<file path="config.mk">
export PLATFORM = sky130hd
export DESIGN_NAME = lcd_text_driver
export DESIGN_NICKNAME = d
export VERILOG_FILES = /design/src/rtl/lcd_text_driver.sv
export SDC_FILE = /design/constraint.sdc
export NUM_CORES = 1
export LEC_CHECK = 0
export CAP_MARGIN = 20
export CORE_ASPECT_RATIO = 0.5
export CORE_MARGIN = 8
export CORE_UTILIZATION = 52
export DETAILED_ROUTE_END_ITERATION = 16
export PLACE_DENSITY = 0.81
export SLEW_MARGIN = 15
export SYNTH_ARGS = -nofsm -noshare
export SYNTH_HDL_FRONTEND = slang
export SYNTH_SLANG_ARGS = --single-unit
</file>
<file path="constraint.sdc">
create_clock -name clk -period 5.15 [get_ports clk]
set_clock_uncertainty 0.05 [all_clocks]
set_input_delay 0.515 -clock clk [delete_from_list [all_inputs] [get_ports clk]]
set_output_delay 0.515 -clock clk [all_outputs]
set_load 0.02 [all_outputs]
</file>
<file path="src/rtl/lcd_text_driver.sv">
// -----------------------------------------------------------------------------
// lcd_text_driver
//
// Drives a 2x16 HD44780-style character LCD over its 8-bit bus. After a
// power-on wait it sends the init commands 0x38, 0x0C, 0x06, 0x01, then writes
// both text rows whenever a refresh is pending. Row text is captured into a
// snapshot when a frame starts, so input changes mid-frame do not tear it.
//
// Every bus byte is one transaction:
//   setup  (1 cycle, lcd_e=0, rs/data valid)
//   strobe (E_HIGH_CYC cycles, lcd_e=1)
//   wait   (CMD_GAP_CYC cycles, or CLEAR_WAIT_CYC after command 0x01)
// rs/data are held stable for the whole transaction.
//
// Parameters:
//   POWERUP_CYC    power-on wait in clk cycles
//   E_HIGH_CYC     lcd_e high width in cycles
//   CMD_GAP_CYC    post-strobe wait for ordinary bytes
//   CLEAR_WAIT_CYC post-strobe wait after the clear command 0x01
//
// Ports:
//   clk          system clock, rising edge
//   rst          synchronous active-high reset
//   line1        row-0 text, [127:120] = column 0 ... [7:0] = column 15
//   line2        row-1 text, same byte order
//   refresh_req  single-cycle request to rewrite both rows
//   lcd_e        enable strobe
//   lcd_rs       register select (0 = command, 1 = data)
//   lcd_rw        read/write select, always 0 (write only)
//   lcd_data     8-bit bus byte
//   init_done    high once the init sequence has completed, until rst
//   busy         high in every state except IDLE
//   frame_done   one-cycle pulse when a full two-row frame has finished
//
// Build option:
//   LCD_CHANGE_DETECT_EN  when defined, IDLE compares {line1,line2} with the
//                         snapshot and schedules a refresh on any difference.
//                         When undefined no comparator exists and frames start
//                         only after init or on refresh_req.
// -----------------------------------------------------------------------------
module lcd_text_driver #(
  parameter int unsigned POWERUP_CYC    = 1000000,
  parameter int unsigned E_HIGH_CYC     = 25,
  parameter int unsigned CMD_GAP_CYC    = 2500,
  parameter int unsigned CLEAR_WAIT_CYC = 100000
) (
  input  logic         clk,
  input  logic         rst,
  input  logic [127:0] line1,
  input  logic [127:0] line2,
  input  logic         refresh_req,
  output logic         lcd_e,
  output logic         lcd_rs,
  output logic         lcd_rw,
  output logic [7:0]   lcd_data,
  output logic         init_done,
  output logic         busy,
  output logic         frame_done
);

  // Counter is sized for the largest wait so no count can wrap.
  localparam int unsigned MAX_A   = (POWERUP_CYC > CLEAR_WAIT_CYC) ? POWERUP_CYC : CLEAR_WAIT_CYC;
  localparam int unsigned MAX_B   = (CMD_GAP_CYC > E_HIGH_CYC) ? CMD_GAP_CYC : E_HIGH_CYC;
  localparam int unsigned MAX_CYC = (MAX_A > MAX_B) ? MAX_A : MAX_B;
  localparam int unsigned CW      = (MAX_CYC < 2) ? 1 : $clog2(MAX_CYC + 1);

  localparam logic [CW-1:0] PWR_LAST = CW'(POWERUP_CYC - 1);
  localparam logic [CW-1:0] EH_LAST  = CW'(E_HIGH_CYC - 1);
  localparam logic [CW-1:0] GAP_LAST = CW'(CMD_GAP_CYC - 1);
  localparam logic [CW-1:0] CLR_LAST = CW'(CLEAR_WAIT_CYC - 1);

  // Top-level states
  localparam logic [2:0] S_PWRUP = 3'd0;
  localparam logic [2:0] S_INIT  = 3'd1;
  localparam logic [2:0] S_IDLE  = 3'd2;
  localparam logic [2:0] S_ADDR1 = 3'd3;
  localparam logic [2:0] S_WR1   = 3'd4;
  localparam logic [2:0] S_ADDR2 = 3'd5;
  localparam logic [2:0] S_WR2   = 3'd6;

  // Phases of one bus byte
  localparam logic [1:0] P_SETUP  = 2'd0;
  localparam logic [1:0] P_STROBE = 2'd1;
  localparam logic [1:0] P_WAIT   = 2'd2;

  localparam logic [7:0] CMD_LINE1 = 8'h80;
  localparam logic [7:0] CMD_LINE2 = 8'hC0;
  localparam logic [7:0] CMD_CLEAR = 8'h01;

  logic [2:0]    r_state;
  logic [1:0]    r_phase;
  logic [CW-1:0] r_cnt;
  logic [3:0]    r_idx;
  logic          r_lcd_e;
  logic          r_lcd_rs;
  logic [7:0]    r_lcd_data;
  logic          r_init_done;
  logic          r_frame_done;
  logic          r_pending;
  logic [127:0]  r_snap1;
  logic [127:0]  r_snap2;

  logic [CW-1:0] w_wait_last;
  logic [2:0]    w_nxt_state;
  logic [3:0]    w_nxt_idx;
  logic          w_nxt_rs;
  logic [7:0]    w_nxt_data;

  // Column c of a row: column 0 lives in the top byte, so the byte offset is 15-c.
  function automatic logic [7:0] f_col(input logic [127:0] row, input logic [3:0] c);
    f_col = row[{~c, 3'b000} +: 8];
  endfunction

  function automatic logic [7:0] f_init_cmd(input logic [3:0] i);
    case (i)
      4'd0:    f_init_cmd = 8'h38;
      4'd1:    f_init_cmd = 8'h0C;
      4'd2:    f_init_cmd = 8'h06;
      default: f_init_cmd = CMD_CLEAR;
    endcase
  endfunction

  // Only the clear command earns the long wait; a data byte of 0x01 does not.
  assign w_wait_last = (!r_lcd_rs && (r_lcd_data == CMD_CLEAR)) ? CLR_LAST : GAP_LAST;

  // What to send once the current byte's wait expires.
  always_comb begin
    w_nxt_state = r_state;
    w_nxt_idx   = r_idx + 4'd1;
    w_nxt_rs    = 1'b1;
    w_nxt_data  = 8'h00;
    case (r_state)
      S_INIT: begin
        if (r_idx == 4'd3) begin
          w_nxt_state = S_IDLE;
          w_nxt_idx   = '0;
        end else begin
          w_nxt_rs   = 1'b0;
          w_nxt_data = f_init_cmd(r_idx + 4'd1);
        end
      end
      S_ADDR1: begin
        w_nxt_state = S_WR1;
        w_nxt_idx   = '0;
        w_nxt_data  = f_col(r_snap1, 4'd0);
      end
      S_WR1: begin
        if (r_idx == 4'd15) begin
          w_nxt_state = S_ADDR2;
          w_nxt_idx   = '0;
          w_nxt_rs    = 1'b0;
          w_nxt_data  = CMD_LINE2;
        end else begin
          w_nxt_data = f_col(r_snap1, r_idx + 4'd1);
        end
      end
      S_ADDR2: begin
        w_nxt_state = S_WR2;
        w_nxt_idx   = '0;
        w_nxt_data  = f_col(r_snap2, 4'd0);
      end
      S_WR2: begin
        if (r_idx == 4'd15) begin
          w_nxt_state = S_IDLE;
          w_nxt_idx   = '0;
        end else begin
          w_nxt_data = f_col(r_snap2, r_idx + 4'd1);
        end
      end
      default: ;
    endcase
  end

`ifdef LCD_CHANGE_DETECT_EN
  logic w_changed;
  assign w_changed = ({line1, line2} != {r_snap1, r_snap2});
`endif

  always_ff @(posedge clk) begin
    if (rst) begin
      r_state      <= S_PWRUP;
      r_phase      <= P_SETUP;
      r_cnt        <= '0;
      r_idx        <= '0;
      r_lcd_e      <= 1'b0;
      r_lcd_rs     <= 1'b0;
      r_lcd_data   <= 8'h00;
      r_init_done  <= 1'b0;
      r_frame_done <= 1'b0;
      r_pending    <= 1'b0;
      r_snap1      <= {16{8'h20}};
      r_snap2      <= {16{8'h20}};
    end else begin
      r_frame_done <= 1'b0;
      if (refresh_req) begin
        r_pending <= 1'b1;
      end

      case (r_state)
        S_PWRUP: begin
          if (r_cnt == PWR_LAST) begin
            r_state    <= S_INIT;
            r_idx      <= '0;
            r_cnt      <= '0;
            r_phase    <= P_SETUP;
            r_lcd_rs   <= 1'b0;
            r_lcd_data <= f_init_cmd(4'd0);
          end else begin
            r_cnt <= r_cnt + CW'(1);
          end
        end

        S_IDLE: begin
          if (r_pending) begin
            // A request landing in this very cycle must survive the clear,
            // so it re-arms pending for a second frame.
            r_snap1    <= line1;
            r_snap2    <= line2;
            r_pending  <= refresh_req;
            r_state    <= S_ADDR1;
            r_idx      <= '0;
            r_cnt      <= '0;
            r_phase    <= P_SETUP;
            r_lcd_rs   <= 1'b0;
            r_lcd_data <= CMD_LINE1;
          end
`ifdef LCD_CHANGE_DETECT_EN
          else if (w_changed) begin
            r_pending <= 1'b1;
          end
`endif
        end

        default: begin
          case (r_phase)
            P_SETUP: begin
              r_lcd_e <= 1'b1;
              r_phase <= P_STROBE;
              r_cnt   <= '0;
            end
            P_STROBE: begin
              if (r_cnt == EH_LAST) begin
                r_lcd_e <= 1'b0;
                r_phase <= P_WAIT;
                r_cnt   <= '0;
              end else begin
                r_cnt <= r_cnt + CW'(1);
              end
            end
            default: begin
              if (r_cnt == w_wait_last) begin
                r_state <= w_nxt_state;
                r_idx   <= w_nxt_idx;
                r_cnt   <= '0;
                r_phase <= P_SETUP;
                if (w_nxt_state == S_IDLE) begin
                  if (r_state == S_INIT) begin
                    r_init_done <= 1'b1;
                    r_pending   <= 1'b1;
                  end else begin
                    r_frame_done <= 1'b1;
                  end
                end else begin
                  r_lcd_rs   <= w_nxt_rs;
                  r_lcd_data <= w_nxt_data;
                end
              end else begin
                r_cnt <= r_cnt + CW'(1);
              end
            end
          endcase
        end
      endcase
    end
  end

  assign lcd_e      = r_lcd_e;
  assign lcd_rs     = r_lcd_rs;
  assign lcd_rw     = 1'b0;
  assign lcd_data   = r_lcd_data;
  assign init_done  = r_init_done;
  assign busy       = (r_state != S_IDLE);
  assign frame_done = r_frame_done;

endmodule

</file>
* After elaboration in Yosys (flattened, before gate mapping) *
Cells that the tools add are included.

storage, ports and cells
  register bits = 298
  logic and storage cells = 123

cells by class
  add/sub/neg operators = 2
  eq/ne operators = 23
  shift operators = 2
  mux-type cells = 60
  bitwise gates (word level) = 5
  reductions and logical operators = 19

operators with widths
  cell                                                              number
  128-bit by 8-bit variable part select with 8-bit output           2
  20-bit 2-to-1 mux                                                 4
  20-bit one-hot mux with 2 select lines                            2
  8-bit 2-to-1 mux                                                  7
  8-bit one-hot mux with 5 select lines                             1
  4-bit 2-to-1 mux                                                  6
  3-bit 2-to-1 mux                                                  7
  20-bit by 1-bit adder with 20-bit output, second input constant   1
  20-bit by 17-bit == test with 1-bit output                        1
  20-bit == test, second input constant                             1
  20-bit by 5-bit == test with 1-bit output, second input constant  1
  6-bit one-hot mux with 3 select lines                             1
  17-bit 2-to-1 mux                                                 1
  8-bit one-hot mux with 2 select lines                             1
  1-bit 2-to-1 mux                                                  15
  3-bit one-hot mux with 5 select lines                             1
  4-bit one-hot mux with 3 select lines                             1
  5-bit AND reduction                                               2
  3-bit by 2-bit == test with 1-bit output, second input constant   3
  3-bit == test, second input constant                              3
  4-bit by 2-bit == test with 1-bit output, second input constant   2
  8-bit by 1-bit == test with 1-bit output, second input constant   1
  2-bit 2-to-1 mux                                                  4
  1-bit one-hot mux with 2 select lines                             4
  other kinds (28)                                                  39

* Longest topological paths before layout *
  word-level depth = 9
  depth in mapped cells = 14

* Least setup slack after synthesis *
No wires, ideal clock.

  kind = reg-to-reg
  from = reg r_idx[0]
  to = reg r_lcd_data[2], in the netlist lcd_data[2]
  setup time = 123 ps
  data arrival time = 3435 ps
  slack = 1542 ps
  stages on the path, launching flop included = 15
  path buffers = 7
  period minus slack after synthesis = 3608 ps
  cell sequence = dfxtp_1 > buf_2 > buf_2 > buf_2 > buf_2 > inv_1 > ha_1 > buf_2 > buf_1 > buf_1 > mux4_2 > nand2_1 > a21oi_1 > nor4_1 > o2bb2ai_1

between the ends
  cells in the longest elaborated chain, start to end = 9
  elaborated cells on any way between the ends = 25

ends and longest elaborated chain
  item                                                                                                              RTL line       text
  start: declaration                                                                                                93             logic [3:0] r_idx;
  start signal: assignment                                                                                          253            r_idx <= w_nxt_idx;
  4-bit by 1-bit adder with 4-bit output                                                                            139, 154, 167
  4-bit NOT, or another cell as far along                                                                           111            f_col = row[{~c, 3'b000} +: 8];
  128-bit by 8-bit variable part select with 8-bit output or 6-bit one-hot mux with 3 select lines (tied branches)  111, 115
  8-bit 2-to-1 mux, or another cell as far along                                                                    163            if (r_idx == 4'd15) begin
  8-bit one-hot mux with 5 select lines                                                                             132            case (r_state)
  8-bit 2-to-1 mux                                                                                                  256            if (w_nxt_state == S_IDLE) begin
  8-bit 2-to-1 mux                                                                                                  251            if (r_cnt == w_wait_last) begin
  8-bit 2-to-1 mux                                                                                                  235            case (r_phase)
  8-bit one-hot mux with 2 select lines                                                                             199            case (r_state)
  end signal: assignment                                                                                            207            r_lcd_data <= f_init_cmd(4'd0);
  end signal: assignment                                                                                            265            r_lcd_data <= w_nxt_data;
  end: declaration                                                                                                  96             logic [7:0] r_lcd_data;

Parallel ways exist; a longest one is shown, timed or not. The select of a mux whose other input is x is not followed.
A chain may end at the register's enable or synchronous reset.

* Worst setup path in the final report *
  from = reg r_idx[0]
  to = reg r_lcd_data[7], in the netlist lcd_data[7]

between the ends
  cells in the longest elaborated chain, start to end = 9
  elaborated cells on any way between the ends = 20

ends and longest elaborated chain
  item                                                     RTL line
  4-bit by 1-bit adder with 4-bit output                   154, 167
  4-bit NOT                                                111
  128-bit by 8-bit variable part select with 8-bit output  111
  8-bit 2-to-1 mux, on equally long branches               163, 148
  8-bit one-hot mux with 5 select lines                    132
  8-bit 2-to-1 mux                                         256
  8-bit 2-to-1 mux                                         251
  8-bit 2-to-1 mux                                         235
  8-bit one-hot mux with 2 select lines                    199

Parallel ways exist; a longest one is shown, timed or not. The select of a mux whose other input is x is not followed.

==> impl_metrics.py <==
metrics = {
    "run_status": {
        "status": "completed",
    },
    "timing": {
        "min_period_over_period_pct": 64.6,
        "rsz0062_at_grt": "no",
        "finalHoldViolations": 0,
        "fin_tns_setup_ns": 0,
        "max_freq_ghz": 0.301,
        "period_minus_slack_ns": 3.32,
        "finalSetupViolCount": 0,
        "hold_ws_ns": 0.400,
        "drv_slew": 0,
        "tightest_slew_ns": 1.12,
        "maxSlewHeadroom_pct": 25.1,
        "finalWorstSetupSlack_ns": 1.83,
    },
    "min_path": {
        "hold_start": "r_snap1[65]$_SDFFE_PP0P_",
        "min_to": "r_snap1[65]$_SDFFE_PP0P_",
        "hold_depth": 2,
        "hold_path.class": "flop to flop",
    },
    "critical_path": {
        "path_class": "flop to flop",
        "reg2reg_from": "r_idx[0]$_SDFFE_PP0P_",
        "worst_ep_arrival_time_ns": 3.71,
        "worst-path-max-fanout": 51,
        "start_kind": "flop",
        "endpoint_kind": "flop",
        "crit_required_ns": 5.54,
        "r2r_slack_ns": 1.83,
        "r2r_cells": 8,
        "regToRegEndpoint": "lcd_data[7]$_SDFFE_PP0P_",
        "cp-startpoint": "r_idx[0]$_SDFFE_PP0P_",
    },
    "floorplan": {
        "die_x_um": 242,
        "pin_count": 273,
        "die_y_um": 129,
        "die-area_um2": 31100,
        "rows": 41,
        "core_area_um2": 25100,
        "start_util_pct": 52.7,
    },
    "logic_synthesis": {
        "synth.avg_cell_area_um2": 8.34,
        "ys_seq_area_share_pct": 45.1,
        "synth_top_area_cell": "dfxtp_1",
        "netlist_top_cells_area": "dfxtp_1, nand2_1, mux4_2",
        "syn_nets": 1851,
        "synthArstFlopShare_pct": 0,
        "synthesis.area_um2": 13200,
        "synth_seq_cells": 298,
        "ys_warn_count": 0,
        "synth-main-ff-cell": "dfxtp_1",
        "synth_cell_type_count": 57,
        "postSynthCellCount": 1586,
        "yosys.area.top_type_share_pct": 45.1,
        "synth-edff-count": 0,
    },
    "clock_tree": {
        "clockBufferDepth": 3,
        "cts_made_buffers": 26,
        "cts_setup_buffers": 0,
        "clkLatencyLatePin_ns": 0.54,
        "clockRootBuffer": "clkbuf_16",
        "htreeDepth": 1,
        "cts_sinks": 298,
        "cts-hold-fix-buffers": 0,
        "path_clk_slew_ns": 0.07,
        "cts_resized": 0,
        "cts_tree": "yes",
    },
    "placement": {
        "place_inst": 2089,
        "dp_slack_ns": 1.81,
        "place_hpwl_mm": 29.6,
        "portBuffers": 271,
        "place_congestion": 0.961,
    },
    "global_routing": {
        "antenna_found_initial": 8,
        "grt_usage_pct": 25.5,
        "grt_pass1_vias": 11800,
        "grt_first_pass_wirelength_mm": 64.2,
        "grt_max_degree": 159,
        "overflow": 0,
    },
    "power": {
        "p_int_w": 0.00368,
        "power.total_w": 0.00463,
        "powerDensity_nw_per_um2": 273,
        "p_clk_share_pct": 44.5,
        "switching_power_w": 0.000947,
        "p_seq_share_pct": 49.9,
        "ir_drop_v": 0.000240,
        "p_comb_share_pct": 5.5,
        "p_leak_nw": 5.62,
        "netSwitchingFraction_pct": 20.5,
    },
    "cells_and_area": {
        "nFillCells": 2060,
        "multi_input_area_um2": 6760,
        "final_cell_mix": "nand2_1, dfxtp_1, clkdlybuf4s50_1",
        "final_cells": 2140,
        "drive_above_1_share_pct": 7.55,
        "seq_area_um2": 5970,
        "area_growth_pct": 28.1,
        "final_common_cell": "nand2_1",
        "nNetsFinal": 2039,
    },
    "route": {
        "dr.pass1.iters": 6,
        "vias": 12100,
        "via_per_inst": 5.66,
        "ant_nets": 0,
        "wl_per_cell_um": 19.3,
        "first_iter_violations": 1098,
        "drt-total-wl_mm": 41.3,
        "drc": 0,
    },
    "run": {
        "cap_viol_max_count": 0,
    },
}
[Yosys cell counts (all sizes together) (6+ instances only)]
| cell | n |
|---|---|
| nand3b | 38 |
| inv | 9 |
| o21ai | 15 |
| nand2 | 571 |
| nor4 | 7 |
| mux4 | 64 |
| xor2 | 17 |
| dfxtp | 298 |
| a21oi | 255 |
| clkbuf | 99 |
| and3 | 7 |
| mux2i | 15 |
| buf | 27 |
| nor2 | 38 |
| nor3 | 11 |
| ha | 6 |
| nand4 | 13 |
| nand3 | 13 |
| a211oi | 9 |
[worst max-delay path: stages (launching register included)]
cell	delay (ns)
dfxtp_4	0.59
inv_1	0.14
ha_4	0.80
buf_4	0.38
mux4_2	0.55
nand2_1	0.09
a32oi_1	0.10
a211o_1	0.32
a22o_1	0.17
[worst max-delay path by stage]
stage	end	slack (ns)	depth (start not counted)
floorplan	lcd_data[2]$_SDFFE_PP0P_	1.54	14
global placement	lcd_data[3]$_SDFFE_PP0P_	1.91	8
detailed placement	lcd_data[3]$_SDFFE_PP0P_	1.81	8
CTS	lcd_data[3]$_SDFFE_PP0P_	1.81	8
global route	lcd_data[1]$_SDFFE_PP0P_	1.52	7
finish	lcd_data[7]$_SDFFE_PP0P_	1.83	8
[metrics by stage]
stage | area (um^2) | utilization, %
5_1_grt | 16900 | 67.5
4_1_cts | 16900 | 67.4
6_report | 16900 | 67.5
2_1_floorplan | 13200 | -
3_5_place_dp | 16000 | 63.8
3_3_place_gp | 16000 | 63.8
[metal layers]
layer,up-vias,share of wire [%],GRT usage [%]
li1,5770,-,-
met1,5830,40,32.2
met2,432,49,43.2
met3,81,7.7,5.96
met4,2,2.9,8.31
met5,-,0.031,0
[power groups by stage]
| stage | logic, W | registers [W] | clock network, W |
|---|---|---|---|
| after floorplan | 0.0000477 | 0.00236 | 0 |
| after global placement | 0.000254 | 0.00236 | 0 |
| after detailed placement | 0.000254 | 0.00236 | 0 |
| after CTS | 0.000255 | 0.00231 | 0.00208 |
| after global routing | 0.000272 | 0.00231 | 0.00217 |
| final | 0.000255 | 0.00231 | 0.00206 |
[flip-flops by register name (all words and copies together), names as in the netlist]
signal,flops
init_done,1
lcd_e,1
r_state,3
r_pending,1
lcd_data,8
r_snap2,128
frame_done,1
r_idx,4
r_cnt,20
r_phase,2
r_snap1,128
lcd_rs,1
[cell families (layout without fill, tap and decap cells)]
logic type,count (synthesis),count (layout),synth area share (%)
and+or+nand+nor,726,726,23.4
AOI/OAI and AO/OA,319,319,13.3
DFF,298,298,45.1
buffers and inverters,135,338,4.13
muxes,79,79,12.0
xor gates and xnor gates,22,22,1.46
adders and majority gates,6,6,0.568
other,1,8,0.0284
[area by class of cell]
cell class                      count  area share, %
Clock buffer                       39           4.85
Antenna cell                        7          0.103
Tap cell                          344           2.54
Multi-Input combinational cell   1153           39.9
Inverter                            9          0.199
Timing Repair Buffer              286           16.8
Clock inverter                      4          0.414
Sequential cell                   298           35.2
Note: power is estimated with default switching activity, not from simulation.
